[config.mk]
export PLATFORM = sky130hd
export DESIGN_NAME = memory_writeback_controller
export DESIGN_NICKNAME = d
export VERILOG_FILES = /design/src/rtl/img_pkg.sv /design/src/rtl/memory_writeback_controller_rowcol_counter.sv /design/src/rtl/memory_writeback_controller.sv
export SDC_FILE = /design/constraint.sdc
export NUM_CORES = 1
export LEC_CHECK = 0
export CAP_MARGIN = 10
export CORE_AREA = 2 2 109 100
export DETAILED_ROUTE_END_ITERATION = 8
export DIE_AREA = 0 0 111 102
export HOLD_SLACK_MARGIN = 0.03
export PLACE_DENSITY_LB_ADDON = 0.08
export SLEW_MARGIN = 20
export SYNTH_ARGS = -nofsm -noshare
export SYNTH_HDL_FRONTEND = slang
export SYNTH_HIERARCHICAL = 1
export SYNTH_SLANG_ARGS = --single-unit
[constraint.sdc]
create_clock -name clk -period 2.4 [get_ports clk]
set_input_delay 0.36 -clock clk [delete_from_list [all_inputs] [get_ports clk]]
set_output_delay 0.36 -clock clk [all_outputs]
set_load 0.05 [all_outputs]
[src/rtl/img_pkg.sv]
// ----------------------------------------------------------------------------
// img_pkg
//   Shared image-geometry constants and FSM encodings for the BRAM fetch and
//   write-back paths.
//
//   Contents:
//     IMG_MAX_ROW / IMG_MAX_COL  default frame geometry (rows x columns)
//     IMG_FRAME_PIXELS           pixels per frame
//     IMG_ADDR_W                 BRAM address width
//     IMG_CNT_W                  width of the row/column counters
//     IMG_THRESH                 default binarize threshold
//     ST_IDLE/ST_WRITE/ST_DONE   write-back FSM state encodings
//     binarize()                 threshold helper (used when MEMWB_BINARIZE_EN)
// ----------------------------------------------------------------------------
package img_pkg;

    localparam int IMG_MAX_ROW      = 540;
    localparam int IMG_MAX_COL      = 540;
    localparam int IMG_FRAME_PIXELS = IMG_MAX_ROW * IMG_MAX_COL;
    localparam int IMG_ADDR_W       = 19;
    localparam int IMG_CNT_W        = 10;
    localparam int IMG_THRESH       = 128;

    localparam logic [1:0] ST_IDLE  = 2'd0;
    localparam logic [1:0] ST_WRITE = 2'd1;
    localparam logic [1:0] ST_DONE  = 2'd2;

    // Pixels at or above the threshold become full white, the rest black.
    function automatic logic [7:0] binarize(input logic [7:0] pix, input int thresh);
        return (int'(pix) >= thresh) ? 8'hFF : 8'h00;
    endfunction

endpackage

[src/rtl/memory_writeback_controller_rowcol_counter.sv]
// ----------------------------------------------------------------------------
// rowcol_counter
//   Raster-order row/column position counter. The column advances on every
//   enabled cycle and wraps MAX_COL-1 -> 0, carrying into the row; the row
//   wraps MAX_ROW-1 -> 0 at the end of the frame. Shared by fetch and
//   write-back paths.
//
//   Ports:
//     clk      in   clock
//     rst_n    in   synchronous reset, active-low
//     clear_i  in   synchronous clear to (0,0); wins over en_i
//     en_i     in   advance one pixel
//     row_o    out  current row
//     col_o    out  current column
//     last_o   out  current position is the final pixel of the frame
// ----------------------------------------------------------------------------
module rowcol_counter #(
    parameter int MAX_ROW = 540,
    parameter int MAX_COL = 540,
    parameter int CNT_W   = 10
) (
    input  logic             clk,
    input  logic             rst_n,
    input  logic             clear_i,
    input  logic             en_i,
    output logic [CNT_W-1:0] row_o,
    output logic [CNT_W-1:0] col_o,
    output logic             last_o
);

    logic [CNT_W-1:0] row_q, row_d;
    logic [CNT_W-1:0] col_q, col_d;
    logic             colWrap;
    logic             rowWrap;

    assign colWrap = (col_q == CNT_W'(MAX_COL - 1));
    assign rowWrap = (row_q == CNT_W'(MAX_ROW - 1));

    // Next position: column first, row only advances on a column wrap.
    always_comb begin
        row_d = row_q;
        col_d = col_q;
        if (clear_i) begin
            row_d = '0;
            col_d = '0;
        end else if (en_i) begin
            if (colWrap) begin
                col_d = '0;
                row_d = rowWrap ? '0 : row_q + CNT_W'(1);
            end else begin
                col_d = col_q + CNT_W'(1);
            end
        end
    end

    always_ff @(posedge clk) begin
        if (!rst_n) begin
            row_q <= '0;
            col_q <= '0;
        end else begin
            row_q <= row_d;
            col_q <= col_d;
        end
    end

    assign row_o  = row_q;
    assign col_o  = col_q;
    assign last_o = colWrap && rowWrap;

endmodule

[src/rtl/memory_writeback_controller.sv]
// ----------------------------------------------------------------------------
// memory_writeback_controller
//   Write-side BRAM controller. Takes the 8-bit processed pixel stream and
//   writes it raster-order into the output BRAM through a write-only port,
//   tracking frame position and signalling frame completion.
//
//   Optional feature macro: MEMWB_BINARIZE_EN
//     defined     -> written data is binarized against THRESH (00 / FF)
//     not defined -> written data is the pixel unchanged
//
//   Ports:
//     clk           in   clock
//     rst_n         in   synchronous reset, active-low
//     start_i       in   frame start strobe (taken only in IDLE)
//     data_i        in   processed pixel
//     data_en_i     in   data_i valid this cycle, no backpressure
//     enb_o         out  BRAM enable
//     web_o         out  BRAM write enable
//     addrb_o       out  BRAM write address
//     dinb_o        out  BRAM write data
//     busy_o        out  high while in WRITE
//     wr_done_o     out  one-cycle pulse, frame fully written
//     err_o         out  sticky, pixel arrived while not accepting
//     cnt_wr_row_o  out  row of the pixel on addrb_o
//     cnt_wr_col_o  out  column of the pixel on addrb_o
// ----------------------------------------------------------------------------
module memory_writeback_controller
    import img_pkg::*;
#(
    parameter int MAX_ROW = IMG_MAX_ROW,
    parameter int MAX_COL = IMG_MAX_COL,
    parameter int ADDR_W  = IMG_ADDR_W
`ifdef MEMWB_BINARIZE_EN
    ,
    parameter int THRESH  = IMG_THRESH
`endif
) (
    input  logic              clk,
    input  logic              rst_n,
    input  logic              start_i,
    input  logic [7:0]        data_i,
    input  logic              data_en_i,
    output logic              enb_o,
    output logic              web_o,
    output logic [ADDR_W-1:0] addrb_o,
    output logic [7:0]        dinb_o,
    output logic              busy_o,
    output logic              wr_done_o,
    output logic              err_o,
    output logic [9:0]        cnt_wr_row_o,
    output logic [9:0]        cnt_wr_col_o
);

    logic [1:0]        state_q, state_d;
    logic [ADDR_W-1:0] ptr_q, ptr_d;
    logic              full_q, full_d;
    logic              err_q, err_d;
    logic              wen_q, wen_d;
    logic [ADDR_W-1:0] addrb_q, addrb_d;
    logic [7:0]        dinb_q, dinb_d;
    logic [9:0]        row_q, row_d;
    logic [9:0]        col_q, col_d;

    logic              accept;
    logic              cntClear;
    logic [9:0]        cntRow;
    logic [9:0]        cntCol;
    logic              cntLast;
    logic [7:0]        pixel;

    // full_q marks that the final pixel has been issued; WRITE is held for
    // one more cycle so the done pulse lands after the last write strobe.
    assign accept   = (state_q == ST_WRITE) && !full_q && data_en_i;
    assign cntClear = (state_q == ST_IDLE) && start_i;

`ifdef MEMWB_BINARIZE_EN
    assign pixel = binarize(data_i, THRESH);
`else
    assign pixel = data_i;
`endif

    rowcol_counter #(
        .MAX_ROW (MAX_ROW),
        .MAX_COL (MAX_COL),
        .CNT_W   (10)
    ) u_rowcol (
        .clk     (clk),
        .rst_n   (rst_n),
        .clear_i (cntClear),
        .en_i    (accept),
        .row_o   (cntRow),
        .col_o   (cntCol),
        .last_o  (cntLast)
    );

    // FSM plus write-port next state. The BRAM-facing registers only change
    // on an accepted pixel so address/data hold between writes.
    always_comb begin
        state_d = state_q;
        ptr_d   = ptr_q;
        full_d  = full_q;
        err_d   = err_q;
        wen_d   = 1'b0;
        addrb_d = addrb_q;
        dinb_d  = dinb_q;
        row_d   = row_q;
        col_d   = col_q;

        case (state_q)
            ST_IDLE: begin
                if (start_i) begin
                    state_d = ST_WRITE;
                    ptr_d   = '0;
                    full_d  = 1'b0;
                    err_d   = 1'b0;
                end
            end
            ST_WRITE: begin
                if (full_q) begin
                    state_d = ST_DONE;
                end else if (accept) begin
                    wen_d   = 1'b1;
                    addrb_d = ptr_q;
                    dinb_d  = pixel;
                    row_d   = cntRow;
                    col_d   = cntCol;
                    // The pointer parks on the final address so it never
                    // leaves the frame.
                    if (cntLast) begin
                        full_d = 1'b1;
                    end else begin
                        ptr_d = ptr_q + ADDR_W'(1);
                    end
                end
            end
            ST_DONE: begin
                state_d = ST_IDLE;
                full_d  = 1'b0;
            end
            default: begin
                state_d = ST_IDLE;
            end
        endcase

        // A dropped pixel is flagged even in the cycle a start is taken.
        if (data_en_i && !accept) begin
            err_d = 1'b1;
        end
    end

    always_ff @(posedge clk) begin
        if (!rst_n) begin
            state_q <= ST_IDLE;
            ptr_q   <= '0;
            full_q  <= 1'b0;
            err_q   <= 1'b0;
            wen_q   <= 1'b0;
            addrb_q <= '0;
            dinb_q  <= '0;
            row_q   <= '0;
            col_q   <= '0;
        end else begin
            state_q <= state_d;
            ptr_q   <= ptr_d;
            full_q  <= full_d;
            err_q   <= err_d;
            wen_q   <= wen_d;
            addrb_q <= addrb_d;
            dinb_q  <= dinb_d;
            row_q   <= row_d;
            col_q   <= col_d;
        end
    end

    assign enb_o        = wen_q;
    assign web_o        = wen_q;
    assign addrb_o      = addrb_q;
    assign dinb_o       = dinb_q;
    assign busy_o       = (state_q == ST_WRITE);
    assign wr_done_o    = (state_q == ST_DONE);
    assign err_o        = err_q;
    assign cnt_wr_row_o = row_q;
    assign cnt_wr_col_o = col_q;

endmodule

==> impl_metrics.env, run 1 <==
export IMPL_skew_ns=0.00612
export IMPL_cts_clk_slew_worst_paths_ns=0.06
export IMPL_first_pass_iters=4
export IMPL_fin_tns_setup_ns=0
export IMPL_htree_levels=3
export IMPL_swShare_pct=23.9
export IMPL_via_per_inst=5.15
export IMPL_layout_setup_ws_ns=0.104
export IMPL_grt_pass1_wl_mm=15.9
export IMPL_power_frac_comb_pct=6.7
export IMPL_m1WireLength_mm=4.77
export IMPL_intPower_uw=2350
export IMPL_status="finished clean"
export IMPL_critical_path_cell_chain="inv_4 -> nor2_1 -> clkdlybuf4s50_1"
export IMPL_fin_nets=547
export IMPL_synth_cells=463
export IMPL_leakage_uw=0.00171
export IMPL_worstSetupPathType="flip-flop to primary output"
export IMPL_ant_nets=0
export IMPL_clock_latency_ns=0.34
export IMPL_dp_hpwl_mm=6.33
export IMPL_muxShareOfSynthArea_pct=1.00
export IMPL_antenna_found_initial=0
export IMPL_end_kind="primary output"
export IMPL_worstPathRequired_ns=2.04
export IMPL_postCtsHoldBufs=0
export IMPL_synth_simple_area_share_pct=28.4
export IMPL_synth_area_leaders="dfxtp_1 (46%), nand2_1 (10%), a21boi_0 (5.5%)"
export IMPL_drv_cap=0
export IMPL_synth_seq_area_share_pct=45.7
export IMPL_max_slew_margin_rel_pct=59.8
export IMPL_met2WireLength_mm=3.88
export IMPL_cp_buffers_inverters=2
export IMPL_post_cts_buffers=0
export IMPL_cts_root_buf="clkbuf_16"
export IMPL_syn_mean_instance_area_um2=8.62
export IMPL_clock_sinks=91
export IMPL_tritoncts="done"
export IMPL_layout_min_cycle_time_ns=2.30
export IMPL_syn_area_um2=3990
export IMPL_max_vdd_ir_drop_uv=409
export IMPL_hp_class="input port to flip-flop"
export IMPL_setup_violations_final=0
export IMPL_antenna_cells=0
export IMPL_holdWs_ns=0.452
export IMPL_max_stage_delay_ns=0.81
export IMPL_num_vias=3430
export IMPL_slowest_stage="clkdlybuf4s50_1"
export IMPL_grtUsageTotal_pct=17.3
export IMPL_synthToLayoutAreaGrowth_pct=27.6
export IMPL_drc=0
export IMPL_fmax_mhz=436
export IMPL_route_met3_wl_um=666
export IMPL_max_clock_path_buffers=2
export IMPL_cts_buffers=9
export IMPL_slew_violations=0
export IMPL_ys_async_sr_fraction_pct=0
export IMPL_die_area_um2=11300
export IMPL_synth_common_cells="nand2_1 (111), dfxtp_1 (91), a21boi_0 (29)"
export IMPL_synth_top_family_by_area="simple AND/OR/NAND/NOR gates"
export IMPL_cts_resized=0
export IMPL_finalCritPeriodShare_pct=95.7
export IMPL_ys_seq_elements=91
export IMPL_seqPwrFrac_pct=49.7
export IMPL_floorplan_rows=35
export IMPL_max_slew_worst_pin_slew_ns=0.602
export IMPL_pwr_share_clk_pct=43.6
export IMPL_switchingPower_uw=736
export IMPL_grt_max_degree=61
export IMPL_synth_most_common_cell="nand2_1"
export IMPL_fp_dieH_um=102
export IMPL_crit_fanout=9
export IMPL_grt_pass1_vias=3135
export IMPL_worstPathArrival_ns=1.94
export IMPL_post_place_ws_ns=0.135
export IMPL_synth_cell_types=51
export IMPL_power_density_nw_per_um2=606
export IMPL_start_util_pct=39.4
export IMPL_grt_ovfl_total=0
export IMPL_dr_max_layer_used="met4"
export IMPL_synth_ff_type="dfxtp_1"
export IMPL_yosys_area_share_adder_pct=0.941
export IMPL_grt_setup_unrepaired="no"
export IMPL_ys_warnings_count=6
export IMPL_synthXorXnorAreaFrac_pct=3.29
export IMPL_port_buffers=63
export IMPL_wire_per_inst_um=14.2
export IMPL_syn_num_nets=478
export IMPL_drive_gt1_share_pct=9.68
export IMPL_path_delay_family="buffers and inverters"
export IMPL_io_pins=64
export IMPL_synth_top_area_share_pct=45.7
export IMPL_drt_initial_drc_count=216
export IMPL_hold_viol_final=0
export IMPL_place_gp_congestion=0.825
export IMPL_startpoint_type="flip-flop"
export IMPL_totalWireLength_mm=9.48
export IMPL_synth_compound_area_share_pct=16.9
export IMPL_core_area_um2=10100
export IMPL_dieWidth_um=111
export IMPL_synth_edf_count=0
export IMPL_yosysTopAreaCell="dfxtp_1"
[cell families after synthesis]
logic type	Yosys count
flip-flops	91
buffers and inverters	32
AO/OA/AOI/OAI	97
XOR/XNOR	15
multiplexers	4
AND/OR/NAND/NOR	221
adder cells (fa/ha/maj)	3
[worst reg2reg max path: cells and delay by family, from the launching register on]
kind | cells | cell delay [ns]
flip-flops | 1 | 0.39
AO/OA/AOI/OAI | 2 | 0.34
AND/OR/NAND/NOR | 5 | 1.17
adder cells (fa/ha/maj) | 1 | 0.19
[layout make-up]
class / instances / area, µm²
timing repair buffer: 80 / 768
tap: 129 / 161
multi-input combinational: 340 / 2020
clock inverter: 5 / 27.5
clock buffer: 11 / 253
sequential: 91 / 1820
inverter: 10 / 40.0
fill: 973 / 5030
[registers in the layout, indices dropped and copies added (netlist names)]
name            cells
addrb_o            19
ptr_q              19
cnt_wr_col_o       10
cnt_wr_row_o       10
u_rowcol/col_o     10
u_rowcol/row_o     10
dinb_o              8
state_q             2
enb_o               1
err_o               1
full_q              1
[per-stage QoR]
step,power [µW],cells,utilization [%],instance area (µm²)
6_report,3080,666,50.3,5090
4_1_cts,3130,666,50.3,5090
3_5_place_dp,1780,650,47.5,4810
5_1_grt,3190,666,50.3,5090
3_3_place_gp,1770,650,47.5,4810
2_1_floorplan,1700,463,-,3990
[routing by layer]
layer / up-vias / GRT usage (%)
met4: 0 / 6.73
li1: 1747 / -
met5: - / 0
met3: 14 / 5.34
met1: 1577 / 23.1
met2: 92 / 26.4
[worst paths after layout]
check             cells past startpoint                        to                           start  slack [ns]
hold reg to reg                       2  addrb_o[16]$_SDFFE_PN0P_        addrb_o[16]$_SDFFE_PN0P_        0.45
hold / removal                        2   addrb_o[2]$_SDFFE_PN0P_                           rst_n        0.45
setup / recovery                      3                 wr_done_o         state_q[1]$_SDFFE_PN0P_        0.10
setup reg to reg                      8     ptr_q[5]$_SDFFE_PN0P_  u_rowcol/row_o[1]$_SDFFE_PP0P_        0.18
[power groups by stage]
stage	Clock [µW]	Sequential, µW	Combinational (µW)
5_1_grt	1440	1530	226
2_1_floorplan	0	1590	111
4_1_cts	1380	1530	210
3_5_place_dp	0	1570	209
6_report	1340	1530	207
3_3_place_gp	0	1570	206
[cells in the final DEF, fill, tap and decap left out, drive strengths merged, types with 12 or more instances in the layout]
cell,netlist,final
a21boi,49,49
o21ai,15,15
nand4,12,12
dfxtp,91,91
nor2,28,28
buf,12,18
nand3,16,16
clkdlybuf4s50,0,61
a21oi,15,15
nand2,111,111
Power figures use the tool's default switching activity.
==> run 2, diff against run 1 <==
CORE_AREA = 2 2 107 99   (was 2 2 109 100)
DIE_AREA = 0 0 109 101   (was 0 0 111 102)
HOLD_SLACK_MARGIN = 0.1   (was 0.03)
SYNTH_HIERARCHICAL = default   (was 1)
==> impl_metrics.env, run 2 <==
export IMPL_setup_violations_final=0
export IMPL_ant_nets=0
export IMPL_grt_pass1_vias=3207
export IMPL_wire_per_inst_um=13.4
export IMPL_startpoint_type="flip-flop"
export IMPL_cts_clk_slew_worst_paths_ns=0.09
export IMPL_synth_top_area_share_pct=46.8
export IMPL_cts_buffers=9
export IMPL_drv_cap=0
export IMPL_layout_min_cycle_time_ns=2.16
export IMPL_synth_area_leaders="dfxtp_1 (47%), nand2_1 (11%), a21boi_0 (9.3%)"
export IMPL_syn_mean_instance_area_um2=8.67
export IMPL_worstPathArrival_ns=2.44
export IMPL_power_density_nw_per_um2=580
export IMPL_floorplan_rows=35
export IMPL_end_kind="flip-flop"
export IMPL_synthToLayoutAreaGrowth_pct=28.6
export IMPL_worstPathRequired_ns=2.68
export IMPL_grt_setup_unrepaired="no"
export IMPL_synth_cell_types=48
export IMPL_clock_latency_ns=0.36
export IMPL_totalWireLength_mm=8.80
export IMPL_clock_sinks=91
export IMPL_start_util_pct=39.2
export IMPL_intPower_uw=2240
export IMPL_power_frac_comb_pct=6.9
export IMPL_via_per_inst=5.09
export IMPL_grt_max_degree=54
export IMPL_core_area_um2=9940
export IMPL_post_place_ws_ns=-0.0913
export IMPL_fmax_mhz=464
export IMPL_slew_violations=0
export IMPL_leakage_uw=0.00167
export IMPL_max_slew_worst_pin_slew_ns=0.507
export IMPL_power_uw=2900
export IMPL_finalCritPeriodShare_pct=89.9
export IMPL_max_slew_margin_rel_pct=66.1
export IMPL_max_vdd_ir_drop_uv=317
export IMPL_synth_edf_count=0
export IMPL_ys_warnings_count=0
export IMPL_synth_common_cells="nand2_1 (118), dfxtp_1 (91), a21boi_0 (48)"
export IMPL_postCtsHoldBufs=0
export IMPL_fin_nets=536
export IMPL_worstSetupPathType="flip-flop to flip-flop"
export IMPL_io_pins=64
export IMPL_dp_hpwl_mm=6.08
export IMPL_drive_gt1_share_pct=10.1
export IMPL_synth_most_common_cell="nand2_1"
export IMPL_syn_area_um2=3890
export IMPL_layout_setup_ws_ns=0.243
export IMPL_crit_fanout=14
export IMPL_port_buffers=63
export IMPL_final_cell_mix="nand2_1 (118), dfxtp_1 (91), clkdlybuf4s50_1 (62)"
export IMPL_synth_ff_type="dfxtp_1"
export IMPL_antenna_found_initial=0
export IMPL_drt_initial_drc_count=78
export IMPL_dp_cells=639
export IMPL_layout_cells_non_filler=655
export IMPL_grt_ovfl_total=0
export IMPL_fp_dieH_um=101
export IMPL_ys_seq_elements=91
export IMPL_final_common_cell="nand2_1"
export IMPL_tritoncts="done"
export IMPL_first_pass_iters=4
export IMPL_hold_viol_final=0
export IMPL_pwr_share_clk_pct=40.4
export IMPL_status="finished clean"
export IMPL_cts_root_buf="clkbuf_8"
export IMPL_synth_seq_area_share_pct=46.8
export IMPL_num_vias=3332
export IMPL_drc=0
export IMPL_swShare_pct=22.9
export IMPL_grt_pass1_wl_mm=14.9
export IMPL_htree_levels=3
export IMPL_skew_ns=0.0132
export IMPL_place_gp_congestion=0.775
export IMPL_ys_async_sr_fraction_pct=0
export IMPL_max_clock_path_buffers=2
export IMPL_seqPwrFrac_pct=52.6
export IMPL_die_area_um2=11000
export IMPL_switchingPower_uw=666
export IMPL_hp_class="flip-flop to flip-flop"
export IMPL_dieWidth_um=109
export IMPL_antenna_cells=0
export IMPL_synth_cells=449
export IMPL_grtUsageTotal_pct=17.0
export IMPL_syn_num_nets=464
export IMPL_yosysTopAreaCell="dfxtp_1"
## run 2: cell types whose count changed after synthesis, sizes merged, moves of 4 or more
cell | before | now
clkbuf | 10 | 18
nand2 | 111 | 118
buf | 12 | 7
inv | 10 | 5
nand2b | 6 | 1
nand4 | 12 | 7
nand3 | 16 | 12
nand4b | 0 | 4
or4 | 9 | 5
xnor2 | 5 | 9
## run 2: stage by stage
step           hold slack [ns]  utilization [%]  setup TNS (ns)  instance area [µm²]
3_3_place_gp             0.450             48.1         -0.0488                 4780
4_1_cts                  0.470             50.3               0                 5000
3_5_place_dp             0.458             48.1          -0.254                 4780
6_report                 0.465             50.4               0                 5010
2_1_floorplan            0.449                -               0                 3890
5_1_grt                  0.488             50.4               0                 5010
## run 2: layout make-up
cell class	instances	area [µm²]
fill	981	4930
clock buffer	12	155
sequential	91	1820
inverter	5	18.8
clock inverter	4	72.6
tap	129	161
timing repair buffer	86	831
multi-input combinational	328	1950
## run 2: cell families (layout without fill, tap and decap cells)
| kind of cell | Yosys count | in the layout | synth area share [%] |
|---|---|---|---|
| XOR/XNOR | 22 | 22 | 4.95 |
| flip-flops | 91 | 91 | 46.8 |
| AO/OA/AOI/OAI | 89 | 89 | 16.7 |
| multiplexers | 1 | 1 | 0.257 |
| AND/OR/NAND/NOR | 213 | 213 | 26.7 |
| buffers and inverters | 30 | 107 | 3.60 |
| adder cells (fa/ha/maj) | 3 | 3 | 0.964 |
## run 2: worst max-delay path, cell delays in order, from the launching register on
cell and delay [ns]:
dfxtp_1 0.41, ha_1 0.25, nand4_1 0.19, or3_1 0.45
buf_12 0.18, o21ai_4 0.21, buf_4 0.16, o21ai_0 0.09
a21oi_1 0.13
## run 2: power groups by stage
| stage | Sequential [µW] | Clock (µW) | Combinational (µW) |
|---|---|---|---|
| final | 1530 | 1170 | 201 |
| after global placement | 1560 | 0 | 203 |
| after global routing | 1530 | 1270 | 219 |
| after detailed placement | 1560 | 0 | 205 |
| after CTS | 1530 | 1210 | 206 |
| after floorplan | 1590 | 0 | 92.5 |
## run 2: path summary, 6_finish.rpt
check | startpoint | end | slack (ns) | depth (start not counted)
worst min register to register | addrb_o[16]$_SDFFE_PN0P_ | addrb_o[16]$_SDFFE_PN0P_ | 0.47 | 2
worst min-delay path | addrb_o[16]$_SDFFE_PN0P_ | addrb_o[16]$_SDFFE_PN0P_ | 0.47 | 2
worst max register to register | u_rowcol.col_o[0]$_SDFFE_PP0P_ | ptr_q[13]$_SDFFE_PN0P_ | 0.24 | 8
worst max-delay path | u_rowcol.col_o[0]$_SDFFE_PP0P_ | ptr_q[13]$_SDFFE_PN0P_ | 0.24 | 8
## run 2: repair_timing
action | CTS | global route
gates resized for setup | 0 | 1
setup endpoints to repair | 0 | 1
setup buffers | 0 | 0
## run 2: routing by layer
layer	track usage (%)	routed length (µm)	up-vias
met4	5.92	92	0
li1	-	-	1677
met3	3.88	275	10
met5	0	0	-
met1	22.0	4250	1592
met2	27.7	4180	53
